### src/rtl/trig_pkg.sv
// Shared types for the comparator trigger path.
// The FSM state encoding is common to the period tracker and its consumers.
package trig_pkg;

  typedef enum logic [1:0] {
    IDLE    = 2'd0,
    MEASURE = 2'd1,
    TRACK   = 2'd2,
    LOCKED  = 2'd3
  } trig_state_t;

endpackage

### src/rtl/sync_edge_detect.sv
// Multi-flop synchroniser for an asynchronous pin with a registered rising-edge pulse.
// Reusable for any slow asynchronous MCU or comparator input.
module sync_edge_detect #(
  parameter int SYNC_STAGES = 2
) (
  input  logic clk,
  input  logic rst_n,
  input  logic async_in,
  output logic level,
  output logic rise
);

  logic [SYNC_STAGES-1:0] sync_q;
  logic                   prev_q;

  // NOTE: sequential state uses non-blocking assignments so every flop samples pre-edge values.
  always_ff @(posedge clk or negedge rst_n) begin
    if (!rst_n) begin
      sync_q <= '0;
      prev_q <= 1'b0;
      rise   <= 1'b0;
    end else begin
      sync_q <= {sync_q[SYNC_STAGES-2:0], async_in};
      prev_q <= sync_q[SYNC_STAGES-1];
      rise   <= sync_q[SYNC_STAGES-1] & ~prev_q;
    end
  end

  assign level = sync_q[SYNC_STAGES-1];

endmodule

### src/rtl/signal_stable_detect.sv
// Comparator trigger conditioner: synchronises the pin, measures its period in clk cycles
// and asserts stable once the period holds within tolerance for STABLE_COUNT periods.
module signal_stable_detect
  import trig_pkg::*;
#(
  parameter int SYNC_STAGES  = 2,
  parameter int CNT_WIDTH    = 20,
  parameter int MIN_PERIOD   = 4,
  parameter int MAX_PERIOD   = 1000000,
  parameter int TOL_SHIFT    = 5,
  parameter int STABLE_COUNT = 4
) (
  input  logic                 clk,
  input  logic                 rst_n,
  input  logic                 en,
  input  logic                 signal_in,
  output logic                 sync_signal_out,
  output logic                 stable,
  output logic [CNT_WIDTH-1:0] period,
  output logic                 period_valid,
  output logic                 timeout
);

  localparam int                   MC_W    = $clog2(STABLE_COUNT + 1);
  localparam logic [CNT_WIDTH-1:0] CNT_MAX = CNT_WIDTH'(MAX_PERIOD);
  localparam logic [CNT_WIDTH:0]   MIN_M   = (CNT_WIDTH + 1)'(MIN_PERIOD);
  localparam logic [MC_W-1:0]      MC_LOCK = MC_W'(STABLE_COUNT);

  logic rise;

  sync_edge_detect #(
    .SYNC_STAGES(SYNC_STAGES)
  ) u_sync (
    .clk     (clk),
    .rst_n   (rst_n),
    .async_in(signal_in),
    .level   (sync_signal_out),
    .rise    (rise)
  );

  trig_state_t          state_q, state_d;
  logic [CNT_WIDTH-1:0] cnt_q, cnt_d;
  logic [CNT_WIDTH-1:0] ref_q, ref_d;
  logic [MC_W-1:0]      mc_q, mc_d;
  logic [CNT_WIDTH-1:0] period_q, period_d;
  logic                 valid_d, timeout_d, stable_d;

  // Period arithmetic carries one extra bit so m = cnt+1 and |m - ref| never wrap.
  logic [CNT_WIDTH:0]   m_ext, ref_ext, diff, tol;
  logic [CNT_WIDTH-1:0] m;
  logic                 is_match, is_glitch, at_max;

  always_comb begin
    m_ext     = {1'b0, cnt_q} + (CNT_WIDTH + 1)'(1);
    ref_ext   = {1'b0, ref_q};
    diff      = (m_ext >= ref_ext) ? (m_ext - ref_ext) : (ref_ext - m_ext);
    tol       = ref_ext >> TOL_SHIFT;
    is_match  = (diff <= tol);
    is_glitch = (m_ext < MIN_M);
    at_max    = (cnt_q == CNT_MAX);
    m         = m_ext[CNT_WIDTH-1:0];
  end

  // NOTE: every always_comb output gets a default first, so no path can infer a latch.
  always_comb begin
    state_d   = state_q;
    cnt_d     = cnt_q;
    ref_d     = ref_q;
    mc_d      = mc_q;
    period_d  = period_q;
    valid_d   = 1'b0;
    timeout_d = 1'b0;

    if (!en) begin
      state_d = IDLE;
      cnt_d   = '0;
      mc_d    = '0;
    end else begin
      unique case (state_q)
        IDLE: begin
          cnt_d = '0;
          mc_d  = '0;
          if (rise) state_d = MEASURE;
        end
        MEASURE, TRACK, LOCKED: begin
          if (at_max) begin
            // Loss of signal takes priority over a coincident edge.
            timeout_d = 1'b1;
            state_d   = IDLE;
            cnt_d     = '0;
            mc_d      = '0;
          end else if (rise && !is_glitch) begin
            cnt_d = '0;
            if (state_q == MEASURE) begin
              ref_d    = m;
              period_d = m;
              valid_d  = 1'b1;
              mc_d     = '0;
              state_d  = TRACK;
            end else if (is_match) begin
              period_d = m;
              valid_d  = 1'b1;
              if (state_q == TRACK) begin
                mc_d = mc_q + MC_W'(1);
                if (mc_q + MC_W'(1) == MC_LOCK) state_d = LOCKED;
              end
            end else begin
              // Reference follows only a mismatching period, never a matching one.
              ref_d   = m;
              mc_d    = '0;
              state_d = TRACK;
            end
          end else begin
            cnt_d = at_max ? cnt_q : cnt_q + CNT_WIDTH'(1);
          end
        end
        default: state_d = IDLE;
      endcase
    end

    stable_d = (state_d == LOCKED);
  end

  always_ff @(posedge clk or negedge rst_n) begin
    if (!rst_n) begin
      state_q      <= IDLE;
      cnt_q        <= '0;
      ref_q        <= '0;
      mc_q         <= '0;
      period_q     <= '0;
      period_valid <= 1'b0;
      timeout      <= 1'b0;
      stable       <= 1'b0;
    end else begin
      state_q      <= state_d;
      cnt_q        <= cnt_d;
      ref_q        <= ref_d;
      mc_q         <= mc_d;
      period_q     <= period_d;
      period_valid <= valid_d;
      timeout      <= timeout_d;
      stable       <= stable_d;
    end
  end

  assign period = period_q;

endmodule

### config.mk
export PLATFORM = sky130hd
export DESIGN_NAME = signal_stable_detect
export DESIGN_NICKNAME = d
export VERILOG_FILES = /design/src/rtl/trig_pkg.sv /design/src/rtl/sync_edge_detect.sv /design/src/rtl/signal_stable_detect.sv
export SDC_FILE = /design/constraint.sdc
export NUM_CORES = 1
export LEC_CHECK = 0
export BUFFER_PORTS_ARGS = -buffer_cell sky130_fd_sc_hd__buf_4
export CAP_MARGIN = 40
export CORE_UTILIZATION = 65
export CTS_CLUSTER_DIAMETER = 60
export DETAILED_ROUTE_END_ITERATION = 16
export MAX_ROUTING_LAYER = met4
export PLACE_DENSITY = 0.95
export SKIP_CTS_REPAIR_TIMING = 1
export SLEW_MARGIN = 20
export SYNTH_ARGS = -nofsm -noshare
export SYNTH_HDL_FRONTEND = slang
export SYNTH_SLANG_ARGS = --single-unit
### constraint.sdc
create_clock -name clk -period 12.7 [get_ports clk]
set_input_delay 0.635 -clock clk [delete_from_list [all_inputs] [get_ports clk]]
set_output_delay 0.635 -clock clk [all_outputs]
set_load 0.1 [all_outputs]
==> metrics.txt, run 1 <==
Logic pwr share 0.043; DRT antenna net count 0; Fin Clk Skew 12.6 ps; Final nets 702; IO Count 28; detailed placement HPWL 12.8 mm; Simple-Gate Fraction of Synth Area 0.180; drt wl/cell 25.9 microns; mean number of vias per cell 7.51; CP Max Fanout 27; fmax 127 MHz; Compound-Gate Fraction of Synth Area 0.142; Post-Place Cells 729; dominant cell type by area after synthesis dfrtp_1; detailed router's first-iteration violation count 798; CP required 12,940 ps; Most used DFF post-synth dfrtp_1; root buf cell clkbuf_8; count of maximum capacitance violations 0; CTS buffer count 9; worst skew pair latency 370 ps; Clk pwr share 0.430; Non-Filler Instances 747; Die X-Extent 95.5 microns; DRT Pass-1 Iters 5; Worst Max-Slew Pin Slew 759 ps; Lkg Pwr 2.98 nW; Max Root-Sink Buffers 2; setup violators final 0; Crit Path Class flip-flop to flip-flop; Mapped Nets 682; Initial Util 0.681; status completed; Hold Violations, Final 0; VDD IR max 88.8 uV; multiplexer share of the synthesized area 0.115; largest family of logic cells by synthesized area simple AND/OR/NAND/NOR gates; Post-synth EDFFs 0; via count 5,613; largest net degree at the start of global routing 73; Synth Cell Area 5680 sq um; GR Overflow Total 0; die height 95.5 microns; switching share of power 0.245; Worst Setup Start Kind flip-flop; Worst path slowest cell xnor2_1; Async SR Flop Fraction 1.00; global-route wire length before repair 28.6 mm; Setup crit end kind flip-flop; antenna violations before repair 0; synthesized instance count 617; crit share post-route 0.621; DRC Markers 0; final core utilization 0.743; P_int 0.331 mW; GRT Total Usage 0.441; PwrDens 70.8 nW/um^2; die area 9120 sq um; num rows 33; htree depth 3; Final Critical Period 7890 ps; post-synthesis xor/xnor area fraction 0.0540; Arr. time, crit path 8130 ps; Area Growth Syn to Fin 9.14%; Yosys top cell area share 0.317; most frequent CP cell o21ai_0; vias in the first global route 5,321; register area share after synthesis 0.317; Hold WC Path Type input port to async pin; port bufs 27; share of cells above drive strength 1 0.123; Total Wirelength 19.3 mm; Final Max Slew Viols 0; Layout fillers 484; RSZ-0062 raised after global routing no; Distinct cells, synth 67; synthesized area per cell 9.21 sq um; yosys warns 0; flops & latches, synth 72; clk sinks 72; CTS tree built; clock transition at the registers of the reported paths 90 ps; Psw 0.108 mW; part of the power in registers 0.527; Worst path max stage delay 590 ps; core region area 8340 sq um; adder-cell area share of the yosys netlist 0.137; Sum Neg Setup Slack 0 ps; gpl congestion 0.972; synth top area cells dfrtp_1 (32%), ha_1 (13%), mux2i_1 (5.6%); Slew HR 0.493; Antenna diodes 0
[cells in the mapped netlist (all sizes together), types with 3 or more instances]
master and count:
mux2 21, inv 54, a211oi 9, nor2 59
a31oi 7, nand4 19, a41oi 3, o21a 3
ha 59, and4 4, a21boi 4, xor2 17
nor2b 8, clkbuf 12, nand2b 5, nor3b 5
nand2 32, dfrtp 72, buf 11, mux2i 32
nor4 5, a21oi 37, xnor2 18, nand3 22
o31ai 4, o21ai 25, nor3 9, a21o 10
or3 3, o21bai 4, o211ai 3, and3 12
[kinds of logic after synthesis]
| kind of cell | after synthesis |
|---|---|
| AO/OA/AOI/OAI | 125 |
| XOR/XNOR | 35 |
| adder cells (fa/ha/maj) | 61 |
| buffers and inverters | 77 |
| flip-flops | 72 |
| multiplexers | 54 |
| AND/OR/NAND/NOR | 193 |
[cells in the final DEF, fill, tap and decap left out, drive strengths merged, types with 10 or more instances in the layout]
| cell type | netlist | layout |
|---|---|---|
| a21o | 10 | 10 |
| and3 | 12 | 12 |
| mux2i | 32 | 32 |
| nand2 | 32 | 32 |
| nand4 | 19 | 19 |
| buf | 11 | 32 |
| xnor2 | 18 | 18 |
| clkbuf | 12 | 11 |
| mux2 | 21 | 21 |
| nor2 | 59 | 59 |
| inv | 54 | 54 |
| xor2 | 17 | 17 |
| a21oi | 37 | 37 |
| nand3 | 22 | 22 |
| ha | 59 | 59 |
| o21ai | 25 | 25 |
| dfrtp | 72 | 72 |
[worst paths after layout]
kind / from / slack, ps / cells past startpoint / endpoint
min in group clk: u_sync.sync_q[0]$_DFF_PN0_ / 370 / 0 / u_sync.sync_q[1]$_DFF_PN0_
max: cnt_q[0]$_DFF_PN0_ / 4810 / 28 / period[0]$_DFFE_PN0P_
min reg2reg: u_sync.sync_q[0]$_DFF_PN0_ / 370 / 0 / u_sync.sync_q[1]$_DFF_PN0_
min: rst_n / 170 / 1 / period[3]$_DFFE_PN0P_
max in group asynchronous: rst_n / 11960 / 2 / period[17]$_DFFE_PN0P_
max reg2reg: cnt_q[0]$_DFF_PN0_ / 4810 / 28 / period[0]$_DFFE_PN0P_
[power groups by stage]
stage	combinational [mW]	clock (mW)	sequential (mW)
2_1_floorplan	0.00682	0	0.237
3_3_place_gp	0.0152	0	0.235
3_5_place_dp	0.0162	0	0.236
4_1_cts	0.0165	0.184	0.231
5_1_grt	0.0202	0.195	0.231
6_report	0.0188	0.189	0.231
[state kept, by name (all words and copies together) (netlist names), 2 cells and up]
| register | flops |
|---|---|
| state_q | 2 |
| period | 20 |
| cnt_q | 20 |
| mc_q | 3 |
| u_sync.sync_q | 2 |
| ref_q | 20 |
[area by class of cell]
type | count | area (sq um) | area share
Clock buffer | 11 | 141 | 0.0228
Inverter | 54 | 203 | 0.0327
Tap cell | 105 | 131 | 0.0212
Timing Repair Buffer | 32 | 288 | 0.0464
Clock inverter | 5 | 56.3 | 0.00908
Sequential cell | 72 | 1800 | 0.291
Multi-Input combinational cell | 468 | 3580 | 0.577
[through the flow]
step,instance area (sq um),total power [mW],setup WS (ps),hold slack (ps)
5_1_grt,6200,0.446,4690,185
3_5_place_dp,5960,0.252,5710,342
6_report,6200,0.439,4810,169
3_3_place_gp,5930,0.251,5910,345
4_1_cts,6160,0.432,5350,369
2_1_floorplan,5680,0.243,6570,331
[metal layers]
metal	share of wire	vias to the layer above	GRT usage
li1	-	2239	-
met1	0.36	2609	0.555
met2	0.44	579	0.655
met3	0.13	186	0.0885
met4	0.073	0	0.267
met5	0	-	-
[critical path: cells and delay by family, from the launching register on]
kind	cells	cell delay, ps
flops	1	470
buf+inv	2	580
mux	2	580
simple gates	6	1350
xor+xnor	2	760
fa+ha+maj	3	1190
compound gates	13	2790
Note: power is estimated with default switching activity, not from simulation.
==> inputs of run 2 (changes only) <==
Settings changed: CORE_UTILIZATION 65 to 57, PLACE_DENSITY 0.95 to 0.89.
Clock period 12.7 ns to 6.7 ns, I/O delays scaled along.
==> metrics.txt, run 2 (synthesis gave the netlist of run 1 again) <==
status completed; cell depth of the worst setup path 27; clk sinks 72; Buf/Inv on CP 2; die area 10,400 sq um; CP Max Fanout 12; Crit Path Class flip-flop to flip-flop; gpl congestion 1.01; detailed router's first-iteration violation count 336; count of maximum capacitance violations 0; cell family with most CP delay simple AND/OR/NAND/NOR gates; commonest non-fill, non-tap cell in the layout dfrtp_1; CTS tree built; Lkg Pwr 3.03 nW; Area Growth Syn to Fin 11.4%; DP Area 6080 sq um; DRC Markers 0; Fin Clk Skew 11.7 ps; Max Root-Sink Buffers 2; DRT antenna net count 0; GRT Total Usage 0.325; root buf cell clkbuf_8; fmax 158 MHz; via count 5,015; CTS buffer count 9; IO Count 28; Final Cell Area 6330 sq um; mean number of vias per cell 6.39; Arr. time, crit path 6580 ps; Worst Max-Slew Pin Slew 846 ps; Total Wirelength 15.4 mm; detailed placement HPWL 11.9 mm; PwrDens 126 nW/um^2; GR Overflow Total 0; core region area 9730 sq um; antenna violations before repair 0; Worst path max stage delay 510 ps; Antenna diodes 0; DRT Pass-1 Iters 6; VDD IR max 153 uV; Die X-Extent 102 microns; Worst Setup Start Kind flip-flop; Final Power 0.798 mW; Slew HR 0.434; port bufs 27; Hold Violations, Final 0; crit share post-route 0.946; htree depth 3; r2r worst-path depth 27; num rows 36; Initial Util 0.584; global-route wire length before repair 24.5 mm; Final Critical Period 6340 ps; Worst path slowest cell ha_1; worst skew pair latency 360 ps; Final Max Slew Viols 0; most frequent CP cell o21ai_0; Final nets 712; die height 102 microns; clock transition at the registers of the reported paths 70 ps; Setup crit end kind flip-flop; drt wl/cell 19.6 microns; CP required 6940 ps; Sum Neg Setup Slack 0 ps; share of cells above drive strength 1 0.141; most frequent cells in the layout dfrtp_1 (72), nor2_1 (57), ha_1 (57); largest net degree at the start of global routing 58; Hold Path Stages 1; Hold WC Path Type input port to flip-flop; vias in the first global route 4,755; setup violators final 0
[run 2: worst paths after layout]
path	startpoint	end	slack (ps)
max in group asynchronous	rst_n	u_sync.rise$_DFF_PN0_	5760
max	cnt_q[9]$_DFF_PN0_	period[0]$_DFFE_PN0P_	360
min reg2reg	u_sync.sync_q[0]$_DFF_PN0_	u_sync.sync_q[1]$_DFF_PN0_	360
min	signal_in	u_sync.sync_q[0]$_DFF_PN0_	90
max reg2reg	cnt_q[9]$_DFF_PN0_	period[0]$_DFFE_PN0P_	360
min in group asynchronous	rst_n	period[18]$_DFFE_PN0P_	380
[run 2: cell type report]
type	instances	area [sq um]
tap	133	166
clock buffer	12	135
multi-input combinational	468	3620
fill	751	3400
inverter	54	203
timing repair buffer	42	354
sequential	72	1800
clock inverter	4	45.0
[run 2: worst register-to-register path, stage by stage, from the launching register on]
cell,delay (ps)
dfrtp_1,490
nand3_1,220
nor3_1,450
nand2_1,120
xnor2_1,160
buf_4,170
ha_1,510
nand4_1,190
or2_1,320
or4_4,480
nand3b_4,150
o211ai_1,120
o311ai_0,160
a21boi_0,150
o21ai_0,210
nand2_1,90
xor2_1,150
ha_1,310
a21oi_1,130
o21ai_0,90
and3_1,170
o21ai_0,130
a21oi_1,90
a211oi_1,170
o311a_1,310
a31oi_4,110
buf_4,240
mux2_1,340
[run 2: report_power, final]
group | internal, mW | switching (mW)
sequential | 0.436 | 0.00175
clock | 0.170 | 0.156
combinational | 0.0102 | 0.0230
[run 2: routing by layer]
metal | share of wire | vias up | global-route usage | wire, microns
met3 | 0.082 | 37 | 0.0636 | 1270
met1 | 0.43 | 2460 | 0.432 | 6620
met5 | 0 | - | - | 0
li1 | - | 2252 | - | -
met2 | 0.46 | 266 | 0.490 | 7090
met4 | 0.029 | 0 | 0.130 | 446
[run 2: metrics by stage]
step                setup WS (ps)  hold WS [ps]   util  cells
floorplan                     570          39.4      -    617
global placement              453           344  0.622    766
detailed placement            292           217  0.625    767
CTS                           270          -180  0.644    783
global route                -68.7          81.6  0.650    785
finish                        362          93.5  0.650    785
